### src/rtl/controlador_display.sv
// Signed binary to BCD sequencer with time-multiplexed 7-segment scanning.
// Optional leading-zero blanking: define CONTROLADOR_DISPLAY_BLANCO_EN.
module controlador_display #(
  parameter int ANCHO_DATO   = 16,
  parameter int N_DIGITOS    = 4,
  parameter int DIV_REFRESCO = 100000
) (
  input  logic                         clk,
  input  logic                         rst_n,
  input  logic signed [ANCHO_DATO-1:0] dato,
  input  logic                         valido,
  output logic                         ocupado,
  output logic                         listo,
  output logic [N_DIGITOS-1:0]         anodos,
  output logic [3:0]                   digito,
  output logic                         negativo,
  output logic                         desborde
);

  localparam int BW = 4 * N_DIGITOS;
  localparam int IW = (N_DIGITOS > 1) ? $clog2(N_DIGITOS) : 1;
  localparam int CW = $clog2(DIV_REFRESCO);
  localparam int KW = $clog2(ANCHO_DATO + 1);

  typedef enum logic [1:0] {
    ESPERA    = 2'd0,
    CONVIERTE = 2'd1,
    CARGA     = 2'd2
  } estado_t;

  estado_t               estado_r;
  logic [ANCHO_DATO-1:0] mag_r;
  logic [BW-1:0]         trabajo_r;
  logic [BW-1:0]         pantalla_r;
  logic                  signo_r;
  logic                  ovf_r;
  logic [KW-1:0]         bits_r;
  logic [CW-1:0]         cnt_r;
  logic [IW-1:0]         idx_r;

  logic [ANCHO_DATO-1:0] abs_s;
  logic [BW-1:0]         ajustado_s;
  logic [3:0]            dig_sel_s;
  logic                  blanco_s;

  // Shift-add-3 correction: every digit >= 5 gets +3 before the shift.
  function automatic logic [BW-1:0] suma3(input logic [BW-1:0] b);
    logic [BW-1:0] r;
    r = b;
    for (int i = 0; i < N_DIGITOS; i++) begin
      if (b[i*4 +: 4] >= 4'd5) begin
        r[i*4 +: 4] = b[i*4 +: 4] + 4'd3;
      end else begin
        r[i*4 +: 4] = b[i*4 +: 4];
      end
    end
    return r;
  endfunction

  // Magnitude, correction and selected-digit datapath.
  always_comb begin
    abs_s      = dato[ANCHO_DATO-1] ? (~$unsigned(dato) + {{(ANCHO_DATO-1){1'b0}}, 1'b1})
                                    : $unsigned(dato);
    ajustado_s = suma3(trabajo_r);
    dig_sel_s  = 4'd0;
    for (int i = 0; i < N_DIGITOS; i++) begin
      dig_sel_s = (IW'(i) == idx_r) ? pantalla_r[i*4 +: 4] : dig_sel_s;
    end
  end

`ifdef CONTROLADOR_DISPLAY_BLANCO_EN
  logic [IW-1:0] msd_s;

  // Highest non-zero digit; indices above it are blanked, index 0 never is.
  always_comb begin
    msd_s = {IW{1'b0}};
    for (int i = 0; i < N_DIGITOS; i++) begin
      msd_s = (pantalla_r[i*4 +: 4] != 4'd0) ? IW'(i) : msd_s;
    end
    blanco_s = (idx_r > msd_s);
  end
`else
  // All digits always lit.
  always_comb begin
    blanco_s = 1'b0;
  end
`endif

  // Conversion FSM with display latch and status outputs.
  always_ff @(posedge clk) begin
    if (!rst_n) begin
      estado_r   <= ESPERA;
      mag_r      <= {ANCHO_DATO{1'b0}};
      trabajo_r  <= {BW{1'b0}};
      pantalla_r <= {BW{1'b0}};
      signo_r    <= 1'b0;
      ovf_r      <= 1'b0;
      bits_r     <= {KW{1'b0}};
      ocupado    <= 1'b0;
      listo      <= 1'b0;
      negativo   <= 1'b0;
      desborde   <= 1'b0;
    end else begin
      case (estado_r)
        ESPERA: begin
          listo <= 1'b0;
          if (valido) begin
            mag_r     <= abs_s;
            signo_r   <= dato[ANCHO_DATO-1];
            trabajo_r <= {BW{1'b0}};
            ovf_r     <= 1'b0;
            bits_r    <= {KW{1'b0}};
            ocupado   <= 1'b1;
            estado_r  <= CONVIERTE;
          end
        end
        CONVIERTE: begin
          trabajo_r <= {ajustado_s[BW-2:0], mag_r[ANCHO_DATO-1]};
          mag_r     <= {mag_r[ANCHO_DATO-2:0], 1'b0};
          if (ajustado_s[BW-1]) begin
            ovf_r <= 1'b1;
          end
          bits_r <= bits_r + {{(KW-1){1'b0}}, 1'b1};
          if (bits_r == KW'(ANCHO_DATO - 1)) begin
            estado_r <= CARGA;
          end
        end
        CARGA: begin
          pantalla_r <= ovf_r ? {N_DIGITOS{4'h9}} : trabajo_r;
          negativo   <= signo_r;
          desborde   <= ovf_r;
          listo      <= 1'b1;
          ocupado    <= 1'b0;
          estado_r   <= ESPERA;
        end
        default: begin
          estado_r <= ESPERA;
          ocupado  <= 1'b0;
          listo    <= 1'b0;
        end
      endcase
    end
  end

  // Refresh divider, scan index and registered anode/digit outputs.
  always_ff @(posedge clk) begin
    if (!rst_n) begin
      cnt_r  <= {CW{1'b0}};
      idx_r  <= {IW{1'b0}};
      anodos <= {N_DIGITOS{1'b1}};
      digito <= 4'd0;
    end else begin
      if (cnt_r == CW'(DIV_REFRESCO - 1)) begin
        cnt_r <= {CW{1'b0}};
        idx_r <= (idx_r == IW'(N_DIGITOS - 1)) ? {IW{1'b0}} : idx_r + {{(IW-1){1'b0}}, 1'b1};
      end else begin
        cnt_r <= cnt_r + {{(CW-1){1'b0}}, 1'b1};
      end
      anodos <= blanco_s ? {N_DIGITOS{1'b1}} : ~(N_DIGITOS'(1) << idx_r);
      digito <= dig_sel_s;
    end
  end

endmodule

### config.mk
export PLATFORM = sky130hd
export DESIGN_NAME = controlador_display
export DESIGN_NICKNAME = d
export VERILOG_FILES = /design/src/rtl/controlador_display.sv
export SDC_FILE = /design/constraint.sdc
export NUM_CORES = 1
export LEC_CHECK = 0
export ABC_AREA = 1
export BUFFER_PORTS_ARGS = -buffer_cell sky130_fd_sc_hd__buf_2
export CORE_MARGIN = 5
export CORE_UTILIZATION = 50
export CTS_BUF_LIST = sky130_fd_sc_hd__clkbuf_2
export DETAILED_ROUTE_END_ITERATION = 10
export PLACE_DENSITY_LB_ADDON = 0.25
export SKIP_LAST_GASP = 1
export SYNTH_ARGS = -nofsm -noshare
export SYNTH_HDL_FRONTEND = slang
export SYNTH_SLANG_ARGS = --single-unit
### constraint.sdc
create_clock -name clk -period 1.6 [get_ports clk]
set_input_delay 0 -clock clk [delete_from_list [all_inputs] [get_ports clk]]
set_output_delay 0 -clock clk [all_outputs]
set_load 0.1 [all_outputs]
# Word-level counts from Yosys, hierarchy flattened
# Cells that the tools add are included.
# totals
ff_bits	88
input_bits	19
out_inout_bits	12
word_cells	78
# classes
addsub	8
order_cmp	4
n_eq_ne	11
n_shift	1
mux	26
bitwise	4
n_reduce_logical	9
# ops
op	count
$mux W16	4
$pmux W16 S2	2
$mux W4	8
$add A17 B1 Y17 const B	1
$eq A17 B17 Y1 const B	1
$add A16 B1 Y16 const B	1
$add A4 B2 Y4 const B	4
$ge A4 B3 Y1 const B	4
$not A16 Y16	1
$pmux W5 S2	1
$reduce_and A2 Y1	4
$mux W2	3
$ne A2 B2 Y1 const B	3
$pmux W1 S2	3
$add A5 B1 Y5 const B	1
$eq A5 B4 Y1 const B	1
$mux W5	1
$eq A2 B2 Y1 const A	2
$eq A2 B2 Y1 const B	2
$logic_not A2 Y1	2
$not A4 Y4	1
$pmux W2 S2	1
$shl A1 B2 Y4 const A	1
$mux W1	3
other kinds (7)	8

# Longest topological paths before layout
# depth
depth_word	5
ltp_mapped	9

# Worst setup path before layout
# OpenSTA, ideal clock, no wires.
# synth_path
path_type	register to register
startpoint	reg cnt_r[0]
endpoint	reg cnt_r[16]
setup_time_ps	122
t_arrival_ps	1310
required_ps	1478
setup_slack_ps	168
path_stages_with_launch	10
path_buffers	1
synth_period_minus_slack_ps	1432
cell_sequence	dfxtp_1 ha_1 nand2_1 inv_1 nand2_1 nor3_1 nand2_1 nand2_2 buf_4 a21oi_1
# synth_via
elab_chain_cells	2
word_cells_on_any_way	3
classes_between	1 x add/sub; 1 x eq/ne; 1 x reduce/logical
# synth_lines
element	line_no	text
start: declaration	38	logic [CW-1:0] cnt_r;
start signal: assignment	148	cnt_r <= {CW{1'b0}};
start signal: assignment	154	cnt_r <= {CW{1'b0}};
start signal: assignment	157	cnt_r <= cnt_r + {{(CW-1){1'b0}}, 1'b1};
branches (longest 2 deep; another with $add A17 B1 Y17)	--	
# Parallel ways; which one is timed is not known.
# A chain may end at the register's enable or synchronous reset.

# Worst setup path in the final report
# layout_path
startpoint	in dato[1]
endpoint	reg mag_r[6]
# layout_via
elab_chain_cells	5
# layout_lines
element	line_no	text
start: declaration	10	input logic signed [ANCHO_DATO-1:0] dato,
$not A16 Y16	62	abs_s = dato[ANCHO_DATO-1] ? (~$unsigned(dato) + {{(ANCHO_DATO-1){1'b0}}, 1'b1})
$add A16 B1 Y16	62	
$mux W16	62	
$mux W16	107	if (valido) begin
$pmux W16 S2	104	case (estado_r)
end signal: assignment	93	mag_r <= {ANCHO_DATO{1'b0}};
end signal: assignment	108	mag_r <= abs_s;
end signal: assignment	119	mag_r <= {mag_r[ANCHO_DATO-2:0], 1'b0};
end: declaration	32	logic [ANCHO_DATO-1:0] mag_r;
# Every way passes these cells. The select of a mux whose other input is x is not followed.

==> metrics.txt <==
Core Area 0.00818 mm²; Final Net Count 664; # DRC 0; mean post-synth cell area 7.34 µm²; postcts setup bufs 0; setup violators final 2; clock-pin transition on the worst setup and hold timing paths 0.23 ns; sequential area share after synthesis 42.1%; Mapped Cells 570; Slew Limit Fails 0; Post-DRT Antenna Nets 0; Placed Cells 700; first-pass GRT wire length 16200 µm; switching pwr 1.07 mW; Hold Path End mag_r[0]; Synth top cells by count nand2_1 (99), dfxtp_1 (88), a21oi_1 (69); worst hold path class in2reg; width of the chip 101 µm; initial antenna violation count 0; non-filler instance count after layout 739; total CTS buffers 9; Clk pwr share 32.6%; Reg2Reg Capture Point trabajo_r[9]; Synth area leader dfxtp_1; reg2reg path depth 7; hold path depth 4; sequential share of power 56.6%; r2r setup slk 0.10 ns; Synth Flop Type dfxtp_1; share of the synthesized area in the top cell type 42.1%; status complete, but fails checks; H-tree Lvls 3; Final Hold Viols 0; max-slew headroom at the worst pin 64.1%; number of synthesis warnings 0; final worst slack -0.0354 ns; area delta synth->final 17.4%; mapped cell area 0.00418 mm²; GRT overflow 0; num rows 33; Antenna Cells 0; DP HPWL 6320 µm; P_leak 1.96 nW; 1st-pass router iterations 5; Switching Share 26.6%; Starting Density 51.2%; CTS tree built; worst-skew pair later-pin latency 0.56 ns; clock root cell clkbuf_2; Reg-to-Reg Start trabajo_r[9]; RSZ-0062 raised after global routing true; IO Count 31; DR iter-0 viols 240; Synthesized Nets 605; die area 0.0103 mm²; MaxCap Viol Count 0; largest net degree at the start of global routing 50; Worst Skew 0.0210 ns; Seq cells post-synth 88; post-synth cell types 30; Clock Tree Buf Depth 2; CP Max Fanout 4; top-count cell post-synth nand2_1; GP Congestion 0.860; crit path time final 1.64 ns; drt wl/cell 12.7 µm; final worst-path cycle share 102%; f_max 611 MHz; CP Class in2reg; Worst setup SP type primary input; fraction of registers with async set/reset 0%; data arrival time of the worst path 2.14 ns; port bufs 30; via count 3932; global-route usage over all layers 19.4%; Avg Vias per Cell 5.32; Die Y 101 µm; failing checks setup timing; hold_sp dato[0]; Comb pwr share 10.8%; WP data required 2.10 ns; worst-margin pin slew 0.538 ns; final wirelength 9410 µm; share of post-route cells with drive strength above 1 14.5%; vias in the first global route 3662; number of enable flip-flop cells after synthesis 0; total clock sinks 88; WHS 0.253 ns; Worst setup EP type register; top post-synthesis cells by area dfxtp_1 (42%), nand2_1 (8.9%), a21oi_1 (8.3%); Peak VDD IR 0.529 mV; internal power 2.95 mW; power per cell area 819 mW/mm²
how the worst max path moves through the flow:
stage / startpoint / to / depth (start not counted)
after floorplan: cnt_r[0] / cnt_r[16] / 9
after global placement: cnt_r[0] / cnt_r[11] / 8
after detailed placement: cnt_r[0] / cnt_r[11] / 8
after CTS: dato[1] / mag_r[6] / 11
after global routing: dato[1] / mag_r[6] / 11
final: dato[1] / mag_r[6] / 11
cell type report:
type,count,area (µm²)
fill,751,3260
multi-input combinational,397,2110
sequential,88,1770
timing repair buffer,69,513
inverter,64,240
tap,105,131
clock inverter,7,98.8
clock buffer,9,45.0
layer usage:
metal	wire (µm)	global-route usage, %	part of all wire [%]
met5	0	0	0
met4	268	8.38	2.8
met3	465	5.85	4.9
met2	4490	31.7	48
met1	4190	23.5	45
through the flow:
stage	utilization (%)	cell area, µm²	setup slack [ns]	power, mW	TNS [ns]
global placement	55.0	4500	0.147	2.69	0
detailed placement	55.0	4500	0.0922	2.70	0
global route	60.1	4910	-0.0913	4.23	-0.0966
floorplan	-	4180	0.168	2.58	0
finish	60.1	4910	-0.0354	4.02	-0.0364
CTS	59.6	4870	0.0203	4.07	0
cell families after synthesis:
group | Yosys count | synth area share, %
xor+xnor | 11 | 2.30
fa+ha+maj | 16 | 4.79
simple gates | 220 | 22.8
compound gates | 150 | 19.9
flops | 88 | 42.1
buf+inv | 85 | 8.11
cell usage in the layout (no fill, tap or decap), types with 2 or more instances in the layout:
cell / netlist / layout
inv_6: 0 / 4
ha_2: 0 / 2
nor2_2: 3 / 5
nand3_1: 38 / 38
a221oi_1: 3 / 3
or2_2: 6 / 6
nor3_1: 12 / 10
ha_1: 16 / 14
inv_1: 61 / 60
nor2_1: 51 / 49
inv_2: 3 / 4
a21oi_1: 69 / 68
o21a_1: 2 / 2
dfxtp_2: 0 / 6
clkbuf_2: 0 / 9
nor2_4: 2 / 2
xor2_1: 10 / 10
nand4_1: 4 / 4
or3_1: 2 / 2
a22oi_1: 22 / 22
buf_2: 7 / 30
nor3_2: 0 / 2
dlygate4sd3_1: 0 / 23
o21ai_0: 48 / 48
dfxtp_1: 88 / 82
buf_4: 3 / 15
o211ai_1: 3 / 3
nand2_1: 99 / 98
bufinv_16: 0 / 2
flip-flops by register name, indices dropped and copies added, names as in the netlist, 2 cells and up:
name and count:
trabajo_r 16, anodos 4, pantalla_r 16, bits_r 5, digito 4, estado_r 2, mag_r 16, cnt_r 17
idx_r 2
repair_timing:
item / CTS / global route
hold endpoints to repair: 45 / 0
resized for setup: 0 / 16
setup endpoints to repair: 0 / 24
hold buffers: 23 / 0
worst max-delay path, stage by stage:
cell,delay [ns]
dlygate4sd3_1,0.53
buf_2,0.12
inv_1,0.09
ha_2,0.22
nand2_1,0.09
nor2_2,0.18
nand2_1,0.09
nand3_1,0.07
dlygate4sd3_1,0.55
nand3_1,0.08
a21oi_1,0.12
power by group through the flow:
stage	registers (mW)	logic (mW)	clock network (mW)
finish	2.28	0.434	1.31
global route	2.28	0.483	1.46
CTS	2.28	0.426	1.37
detailed placement	2.32	0.382	0
global placement	2.32	0.374	0
floorplan	2.33	0.248	0
Note: power is estimated with default switching activity, not from simulation.
